<file path="src/rtl/timer_mode_mux.sv">
// Registered period-word selector for the timer core. Select changes wait for a
// safe boundary unless forced, so a running count never sees a mid-period change.
module timer_mode_mux #(
  parameter int WIDTH       = 25,
  parameter int NUM_IN      = 4,
  parameter int SEL_W       = 2,
  parameter int DEFAULT_SEL = 0
) (
  input  logic                    clk,
  input  logic                    reset,
  input  logic [NUM_IN*WIDTH-1:0] in_bus,
  input  logic [SEL_W-1:0]        sel_req,
  input  logic                    sel_valid,
  input  logic                    force_now,
  input  logic                    boundary,
  output logic [WIDTH-1:0]        out,
  output logic [SEL_W-1:0]        active_sel,
  output logic                    pending,
  output logic                    switched,
  output logic                    sel_err
);

  // state | meaning
  // IDLE  | no deferred request
  // WAIT  | pend_sel holds a request waiting for boundary
  typedef enum logic {IDLE, WAIT} state_t;

  localparam logic [SEL_W:0] NUM_IN_W = (SEL_W+1)'(NUM_IN);

  state_t           state;
  logic [SEL_W-1:0] pend_sel;
  logic [WIDTH-1:0] sel_word;
  logic             req_bad;

  assign req_bad = {1'b0, sel_req} >= NUM_IN_W;
  assign pending = (state == WAIT);

  always_comb begin
    sel_word = '0;
    for (int i = 0; i < NUM_IN; i++) begin
      if (active_sel == SEL_W'(i)) sel_word = in_bus[i*WIDTH +: WIDTH];
    end
  end

  always_ff @(posedge clk) begin
    if (reset) begin
      state      <= IDLE;
      pend_sel   <= '0;
      active_sel <= SEL_W'(DEFAULT_SEL);
      out        <= '0;
      switched   <= 1'b0;
      sel_err    <= 1'b0;
    end else begin
      out      <= sel_word;
      switched <= 1'b0;
      sel_err  <= 1'b0;
      if (sel_valid && req_bad) begin
        sel_err <= 1'b1;
      end else if (sel_valid && (force_now || boundary)) begin
        // Immediate apply also discards any older deferred request.
        active_sel <= sel_req;
        state      <= IDLE;
        switched   <= (sel_req != active_sel);
      end else if (sel_valid) begin
        pend_sel <= sel_req;
        state    <= WAIT;
      end else if (boundary && state == WAIT) begin
        active_sel <= pend_sel;
        state      <= IDLE;
        switched   <= (pend_sel != active_sel);
      end
    end
  end

endmodule

</file>
<file path="config.mk">
export PLATFORM = sky130hd
export DESIGN_NAME = timer_mode_mux
export DESIGN_NICKNAME = d
export VERILOG_FILES = /design/src/rtl/timer_mode_mux.sv
export SDC_FILE = /design/constraint.sdc
export NUM_CORES = 1
export LEC_CHECK = 0
export ABC_AREA = 1
export CORE_ASPECT_RATIO = 0.8
export CORE_MARGIN = 2
export CORE_UTILIZATION = 30
export DETAILED_ROUTE_END_ITERATION = 10
export GPL_TIMING_DRIVEN = 0
export PLACE_DENSITY = 0.8
export SLEW_MARGIN = 10
export SYNTH_ARGS = -nofsm -noshare
export SYNTH_HDL_FRONTEND = slang
export SYNTH_SLANG_ARGS = --single-unit
</file>
<file path="constraint.sdc">
create_clock -name clk -period 1 [get_ports clk]
set_input_delay 0.15 -clock clk [delete_from_list [all_inputs] [get_ports clk]]
set_output_delay 0.15 -clock clk [all_outputs]
set_load 0.01 [all_outputs]
</file>
==> results of run 1 <==
power by group:
part	switching, mW	total (mW)	internal (mW)
Combinational	0.684	1.52	0.841
Clock	0.424	0.903	0.478
Sequential	0.0397	1.39	1.35
placed cells by master (no fill, tap or decap), drive strengths merged:
| cell type | count |
|---|---|
| clkdlybuf4s50 | 105 |
| nand2 | 105 |
| nor2 | 55 |
| inv | 37 |
| buf | 32 |
| dfxtp | 31 |
| nand3 | 29 |
| clkbuf | 29 |
| o21ai | 25 |
| clkdlybuf4s15 | 11 |
| a21oi | 6 |
| nor3 | 1 |
| conb | 1 |
| dlymetal6s2s | 1 |
kinds of logic after synthesis:
family                 Yosys count  synth area share
AOI/OAI and AO/OA               31            0.0884
buffers and inverters           52             0.119
DFF                             31             0.354
other                            1           0.00214
and+or+nand+nor                190             0.437
metal layers:
metal | GRT usage | up-vias
li1 | - | 1253
met3 | 0.0705 | 12
met5 | 0 | -
met2 | 0.405 | 112
met4 | 0.0564 | 0
met1 | 0.259 | 1110
registers in the layout, indices dropped and copies added, names as in the netlist:
register and cells:
out 25, active_sel 2, pend_sel 2, pending 1
switched 1
layout make-up:
cell class,count,area (sq um)
clock buffers,7,76.3
fillers,457,1690
well taps,78,97.6
flip-flops and latches,31,629
inverters,37,139
plain buffers,15,155
multi-input cells,222,1250
repair buffers,156,1510
timing repair:
item                                    4_1_cts  5_1_grt
endpoints found under the setup margin       60       55
setup buffers                                15        2
endpoints found under the hold margin         0        0
gates resized for setup                     138       76
cloned                                        4        0
pin swaps                                    19       17
critical path: cells and delay by family, from the launching register on:
| kind | cells | cell delay, ns |
|---|---|---|
| AND/OR/NAND/NOR | 4 | 0.33 |
| buffers and inverters | 4 | 0.45 |
| flip-flops | 1 | 0.37 |
worst paths after layout:
| path | startpoint | to | depth (start not counted) |
|---|---|---|---|
| setup / recovery | active_sel[1]$_SDFFE_PP0P_ | out[23]$_SDFF_PP0_ | 8 |
| hold / removal | sel_valid | pending$_SDFFE_PP0P_ | 3 |
| setup reg to reg | active_sel[1]$_SDFFE_PP0P_ | out[23]$_SDFF_PP0_ | 8 |
| hold reg to reg | pend_sel[1]$_SDFFE_PP0P_ | pend_sel[1]$_SDFFE_PP0P_ | 2 |
==> reports/summary.log, run 1 <==
INFO  setup_path     worst_path_most_repeated_cell=sky130_fd_sc_hd__buf_6
INFO  placement      detailed_place.area=0.00325sqmm
INFO  clocking       clk_transition_reported_paths=0.07ns
INFO  global_route   grt_antenna_before_repair=0
INFO  detailed_routing detailedRoute.firstIterationViolations=85
INFO  pwr            p_leak=1.95nW
INFO  sta            report.final.setup_viol=28
INFO  die            die_width=89.5microns
INFO  finish         stdcell_count=546
INFO  placement      dpl.cell_count=518
INFO  sta            setup_repair_after_global_routing_missed_its_margin=yes
INFO  die            die_height=72.4microns
INFO  logic_synthesis post_synth_inst_count=305
INFO  setup_path     cp_slowest_cell=sky130_fd_sc_hd__dfxtp_4
INFO  clocking       clock-sinks=31
INFO  logic_synthesis yosys.cell_count.top_type=sky130_fd_sc_hd__nand2_1
INFO  die            design.die.area=0.00648sqmm
INFO  global_route   gr-usage-all-layers=0.226
INFO  clocking       hold_buffers=0
INFO  die            floorplan.initialDensity=0.316
INFO  detailed_routing route.detailed.wl_per_inst=14.2microns
INFO  setup_path     critPathCaptureType=register
INFO  pwr            cellPowerDensity=987mW/mm^2
INFO  logic_synthesis synth.top_cells.by_count=sky130_fd_sc_hd__nand2_1, sky130_fd_sc_hd__nor2_1, sky130_fd_sc_hd__inv_1
INFO  detailed_routing route.vias.total=2487
INFO  detailed_routing m1WireLength=3080microns
INFO  logic_synthesis avg_synthesized_cell_area=5.75squm
INFO  worst_hold_path hp-class=in -> reg
INFO  logic_synthesis synth_nets=412
INFO  sta            final.setup.tns=-4.46ns
INFO  die            fp.coreArea=0.00556sqmm
INFO  run_status     status=complete, but fails checks
INFO  finish         fin_area=0.00386sqmm
INFO  logic_synthesis synthDominantCellAreaShare=0.354
INFO  sta            fmax=825MHz
INFO  sta            setup_slack=-0.212ns
INFO  setup_path     cp_slowest_stage_delay=0.37ns
INFO  clocking       tritoncts.num_buffers=5
INFO  logic_synthesis synthesis.yosys.warnings=0
INFO  detailed_routing dr_wl_met2=3810microns
INFO  setup_path     critPathRequiredTime=1.22ns
INFO  run_status     failed_checks=negative setup slack
INFO  finish         share_of_final_layout_standard_cells_stronger_than_drive_strength_1=0.308
INFO  placement      worst_slack_after_detailed_placement=-0.480ns
INFO  sta            hold_ws=0.337ns
INFO  sta            final.period_utilization=1.21
INFO  run            maxCapViolCount=0
INFO  setup_path     timing.critical_path.from_type=register
INFO  finish         area_growth_syn_to_layout=120%
INFO  clocking       clock_tree.htree_level_count=2
INFO  detailed_routing sum_of_routed_wire_length_over_all_layers=7780microns
INFO  detailed_routing firstDrtPassIters=4
INFO  sta            slew_viol_final=0
INFO  detailed_routing detail_route_antenna_nets=0
INFO  pwr            total_power=3.81mW
INFO  logic_synthesis yosysUniqueCellTypes=16
INFO  detailed_routing detail_route.vias_per_cell=4.55
INFO  die            total_number_of_placement_rows=24
INFO  detailed_routing topRoutingLayerUsed=met4
INFO  logic_synthesis seq_area_frac_synth=0.354
INFO  finish         utilization=0.695
INFO  pwr            worst_vdd_rail_ir_drop=0.542mV
INFO  detailed_routing detailroute.wirelength.met3=771microns
INFO  logic_synthesis total_standard_cell_area_after_synthesis=0.00175sqmm
INFO  clocking       cts_max_path_buffers=2
INFO  placement      dpl.hpwl=5120microns
INFO  global_route   first_global_vias=2331
INFO  clocking       clk_latency=0.27ns
INFO  finish         total_number_of_nets_in_the_final_design=575
INFO  global_route   grt_pass1_wl=11100microns
INFO  clocking       clock_tree.root_cell=sky130_fd_sc_hd__clkbuf_8
INFO  logic_synthesis netlist_top_cells_area=sky130_fd_sc_hd__dfxtp_1, sky130_fd_sc_hd__nand2_1, sky130_fd_sc_hd__nor2_1, sky130_fd_sc_hd__nand3_1, sky130_fd_sc_hd__inv_1
INFO  logic_synthesis ys_seq_elements=31
INFO  finish         antenna_cells_inserted=0
INFO  logic_synthesis synthDominantAreaCellType=sky130_fd_sc_hd__dfxtp_1
INFO  sta            period_needed=1.21ns
INFO  sta            hold_viol_final=0
INFO  global_route   gr-total-overflow=0
INFO  logic_synthesis synthFlopType=sky130_fd_sc_hd__dfxtp_1
INFO  setup_path     timing.setup.critical_path_class=reg -> reg
INFO  detailed_routing route.detailed.drc=0
INFO  setup_path     crit_path_cell_chain=buf_6, buf_6, nor2_4, buf_6, nand2_4, nand3_2, nand2_1, inv_1
INFO  setup_path     worstPathMaxFanout=5
INFO  logic_synthesis ys_async_sr_fraction=0
INFO  placement      port-buffer-count=135
INFO  clocking       cts_tree=yes
INFO  global_route   grt_max_degree=11
INFO  placement      gpl.final_weighted_congestion=0.785
INFO  logic_synthesis number_of_enable_type_register_cells_in_the_synthesized_netlist=0
INFO  die            ioPinCount=137
INFO  setup_path     setup_slack_of_the_worst_register_to_register_path=-0.21ns
INFO  setup_path     crit_arrival=1.43ns
INFO  sta            finClkSkew=0.00744ns
Power figures use the tool's default switching activity.
==> run 2, diff against run 1 <==
--- a/config.mk
+++ b/config.mk
@@ -6,12 +6,10 @@
 export NUM_CORES = 1
 export LEC_CHECK = 0
 export ABC_AREA = 1
-export CORE_ASPECT_RATIO = 0.8
 export CORE_MARGIN = 2
 export CORE_UTILIZATION = 30
 export DETAILED_ROUTE_END_ITERATION = 10
-export GPL_TIMING_DRIVEN = 0
-export PLACE_DENSITY = 0.8
+export PLACE_DENSITY = 0.77
 export SLEW_MARGIN = 10
 export SYNTH_ARGS = -nofsm -noshare
 export SYNTH_HDL_FRONTEND = slang
==> constraint.sdc (replaced) <==
create_clock -name clk -period 1.6 [get_ports clk]
set_input_delay 0.24 -clock clk [delete_from_list [all_inputs] [get_ports clk]]
set_output_delay 0.24 -clock clk [all_outputs]
set_load 0.01 [all_outputs]
==> reports/summary.log, run 2 (synthesized netlist as in run 1, its figures left out) <==
INFO  pwr            p_leak=1.57nW [-19%]
INFO  pwr            total_power=2.30mW [-40%]
INFO  setup_path     worstPathMaxFanout=4 [-1]
INFO  sta            slew_viol_final=0 [unchanged]
INFO  sta            final.setup.tns=0ns [+4.46 ns]
INFO  global_route   grt_antenna_before_repair=0 [unchanged]
INFO  detailed_routing detailedRoute.firstIterationViolations=93 [+9.4%]
INFO  finish         area_growth_syn_to_layout=87.4%
INFO  sta            final.period_utilization=0.924
INFO  placement      dpl.hpwl=4820microns [-5.8%]
INFO  finish         layout.filler_cells=545 [+19%]
INFO  detailed_routing detail_route.vias_per_cell=4.43 [-2.7%]
INFO  worst_hold_path hp-class=reg -> reg
INFO  clocking       clock_tree.root_cell=sky130_fd_sc_hd__clkbuf_8
INFO  sta            worst_slew_pin_slew=0.711ns
INFO  clocking       cts_tree=yes
INFO  clocking       clk_transition_reported_paths=0.07ns [about the same]
INFO  finish         top_reg_by_flops=out
INFO  detailed_routing route.vias.total=2273 [-8.6%]
INFO  pwr            p_sw_frac=0.269 [-0.0317]
INFO  finish         total_number_of_nets_in_the_final_design=547 [-4.9%]
INFO  global_route   gr-usage-all-layers=0.191 [-0.0346]
INFO  sta            slew_headroom=0.525
INFO  clocking       clk_latency=0.28ns [about the same]
INFO  die            fp.coreArea=0.00557sqmm [+0.34%]
INFO  pwr            power.internal=1.68mW [-37%]
INFO  global_route   grt_max_degree=26 [+15]
INFO  clocking       clock_tree.htree_level_count=2 [unchanged]
INFO  die            ioPinCount=137 [unchanged]
INFO  run            maxCapViolCount=0 [unchanged]
INFO  clocking       post_cts_buffers=0 [-15]
INFO  pwr            power.share.clock=0.296 [+0.059]
INFO  finish         final-seq-area=622squm [-1.2%]
INFO  finish         combined_area_of_the_multi_input_logic_cells=925squm [-26%]
INFO  detailed_routing route.detailed.drc=0 [unchanged]
INFO  die            floorplan.initialDensity=0.315 [-0.00106]
INFO  setup_path     critPathTopFamily=buffers and inverters
INFO  setup_path     crit_path_cell_chain=clkdlybuf4s50_1
INFO  die            die_height=80.5microns [+11%]
INFO  finish         antenna_cells_inserted=0 [unchanged]
INFO  detailed_routing route.detailed.wl_per_inst=12.3microns [-14%]
INFO  global_route   gr-total-overflow=0 [unchanged]
INFO  die            total_number_of_placement_rows=27 [+13%]
INFO  sta            fmax=677MHz
INFO  detailed_routing sum_of_routed_wire_length_over_all_layers=6300microns [-19%]
INFO  pwr            combinationalPowerShare=0.329 [-0.071]
INFO  setup_path     timing.critical_path.from_type=register
INFO  clocking       cts_max_path_buffers=2 [unchanged]
INFO  setup_path     critical_path.n_buffers_inverters=1 [-3]
INFO  finish         mostFrequentLayoutCells=sky130_fd_sc_hd__clkdlybuf4s50_1, sky130_fd_sc_hd__nand2_1, sky130_fd_sc_hd__nor2_1
INFO  pwr            cellPowerDensity=700mW/mm^2 [-29%]
INFO  pwr            netSwitchingPower=620uW [-46%]
INFO  detailed_routing firstDrtPassIters=4 [unchanged]
INFO  clocking       tritoncts.num_buffers=5 [unchanged]
INFO  die            design.die.area=0.00647sqmm [about the same]
INFO  detailed_routing detail_route_antenna_nets=0 [unchanged]
INFO  sta            period_needed=1.48ns
INFO  setup_path     cp_slowest_cell=sky130_fd_sc_hd__clkdlybuf4s50_1
INFO  sta            finClkSkew=0.00337ns [-0.00407 ns]
INFO  finish         mostFrequentLayoutCell=sky130_fd_sc_hd__clkdlybuf4s50_1
INFO  finish         largest_register_ffs=25 [unchanged]
INFO  finish         share_of_final_layout_standard_cells_stronger_than_drive_strength_1=0.0476 [-0.260]
INFO  placement      gpl.final_weighted_congestion=0.812 [+3.4%]
INFO  setup_path     critPathRequiredTime=1.36ns [+0.14 ns]
INFO  pwr            p_seq_frac=0.375 [+0.012]
INFO  setup_path     crit_arrival=1.24ns [-0.19 ns]
INFO  setup_path     critPathCaptureType=output port
INFO  setup_path     cp_slowest_stage_delay=0.58ns [+0.21 ns]
INFO  sta            report.final.setup_viol=0 [-100%]
INFO  placement      port-buffer-count=135 [unchanged]
INFO  run_status     status=finished, final reports clean
INFO  sta            hold_viol_final=0 [unchanged]
INFO  pwr            worst_vdd_rail_ir_drop=0.280mV [-48%]
INFO  setup_path     timing.critical_path.depth=1 [-7]
INFO  sta            setup_repair_after_global_routing_missed_its_margin=no
INFO  finish         largestRegisters=out (25), active_sel (2), pend_sel (2)
INFO  setup_path     timing.setup.critical_path_class=reg -> out
INFO  clocking       clock-sinks=31 [unchanged]
INFO  global_route   grt_pass1_wl=9540microns [-14%]
INFO  setup_path     timing.reg2reg.worst_path_depth=6 [-2]
INFO  finish         utilization=0.590 [-0.105]
INFO  worst_hold_path hold_path_cell_cnt=2 [-1]
INFO  global_route   first_global_vias=2145 [-8.0%]
INFO  die            die_width=80.5microns [-10%]
==> run 2: changes by cell type in the layout (fill, tap and decap cells not counted), sizes merged <==
| cell | before | now |
|---|---|---|
| clkdlybuf4s50 | 105 | 135 |
| buf | 32 | 8 |
| clkbuf | 29 | 8 |
| clkdlybuf4s15 | 11 | 0 |
| dlymetal6s2s | 1 | 0 |
==> run 2: final cells by class <==
cell class,count,share of cell area
timing repair buffer,143,0.429
inverter,37,0.0423
multi-input combinational,222,0.281
clock buffer,8,0.0305
sequential,31,0.189
tap,72,0.0274
==> run 2: stage by stage <==
stage	std cells	hold slack, ns	cell area, sq um	setup slack (ns)
after floorplan	305	0.387	1750	0.380
after global placement	505	0.481	3190	0.148
after detailed placement	505	0.489	3190	0.124
after CTS	513	0.498	3290	0.0954
after global routing	513	0.533	3290	0.0281
final	513	0.497	3290	0.122
==> run 2: path summary, 6_finish.rpt <==
check,startpoint,end,slack (ns)
worst max-delay path,active_sel[0]$_SDFFE_PP0P_,active_sel[0],0.12
worst min-delay path,pend_sel[0]$_SDFFE_PP0P_,pend_sel[0]$_SDFFE_PP0P_,0.50
worst max register to register,active_sel[0]$_SDFFE_PP0P_,out[23]$_SDFF_PP0_,0.20
worst min register to register,pend_sel[0]$_SDFFE_PP0P_,pend_sel[0]$_SDFFE_PP0P_,0.50
==> run 2: layer usage <==
layer  track usage  share of wire  wire length, microns  vias to the layer above
met3        0.0652          0.097                   612                        8
met2         0.364           0.49                  3100                       97
met4        0.0373         0.0087                    55                        0
met5             0              0                     0                        -
li1              -              -                     -                     1191
met1         0.202           0.40                  2530                      977
==> run 2: power by group through the flow <==
| stage | Combinational, mW | Sequential (mW) | Clock [mW] |
|---|---|---|---|
| global route | 0.830 | 0.871 | 0.733 |
| global placement | 0.749 | 0.880 | 0 |
| floorplan | 0.252 | 0.917 | 0 |
| detailed placement | 0.759 | 0.882 | 0 |
| finish | 0.757 | 0.864 | 0.681 |
| CTS | 0.765 | 0.865 | 0.705 |
==> run 2: worst min-delay path: stages (launching register included) <==
cell                      delay [ns]
sky130_fd_sc_hd__dfxtp_1        0.33
sky130_fd_sc_hd__nand2_1        0.07
sky130_fd_sc_hd__a21oi_1        0.05
==> run 2: what timing repair did <==
item	in CTS	in global routing
setup endpoints to repair	1	0
gates resized for setup	1	0
hold buffers	0	0
==> run 3, diff against run 2 <==
--- a/config.mk
+++ b/config.mk
@@ -10,6 +10,7 @@
 export CORE_UTILIZATION = 30
 export DETAILED_ROUTE_END_ITERATION = 10
 export PLACE_DENSITY = 0.77
+export SKIP_LAST_GASP = 1
 export SLEW_MARGIN = 10
 export SYNTH_ARGS = -nofsm -noshare
 export SYNTH_HDL_FRONTEND = slang
==> results of run 3 <==
The final DEF is identical to that of run 2; final timing and power are the same.
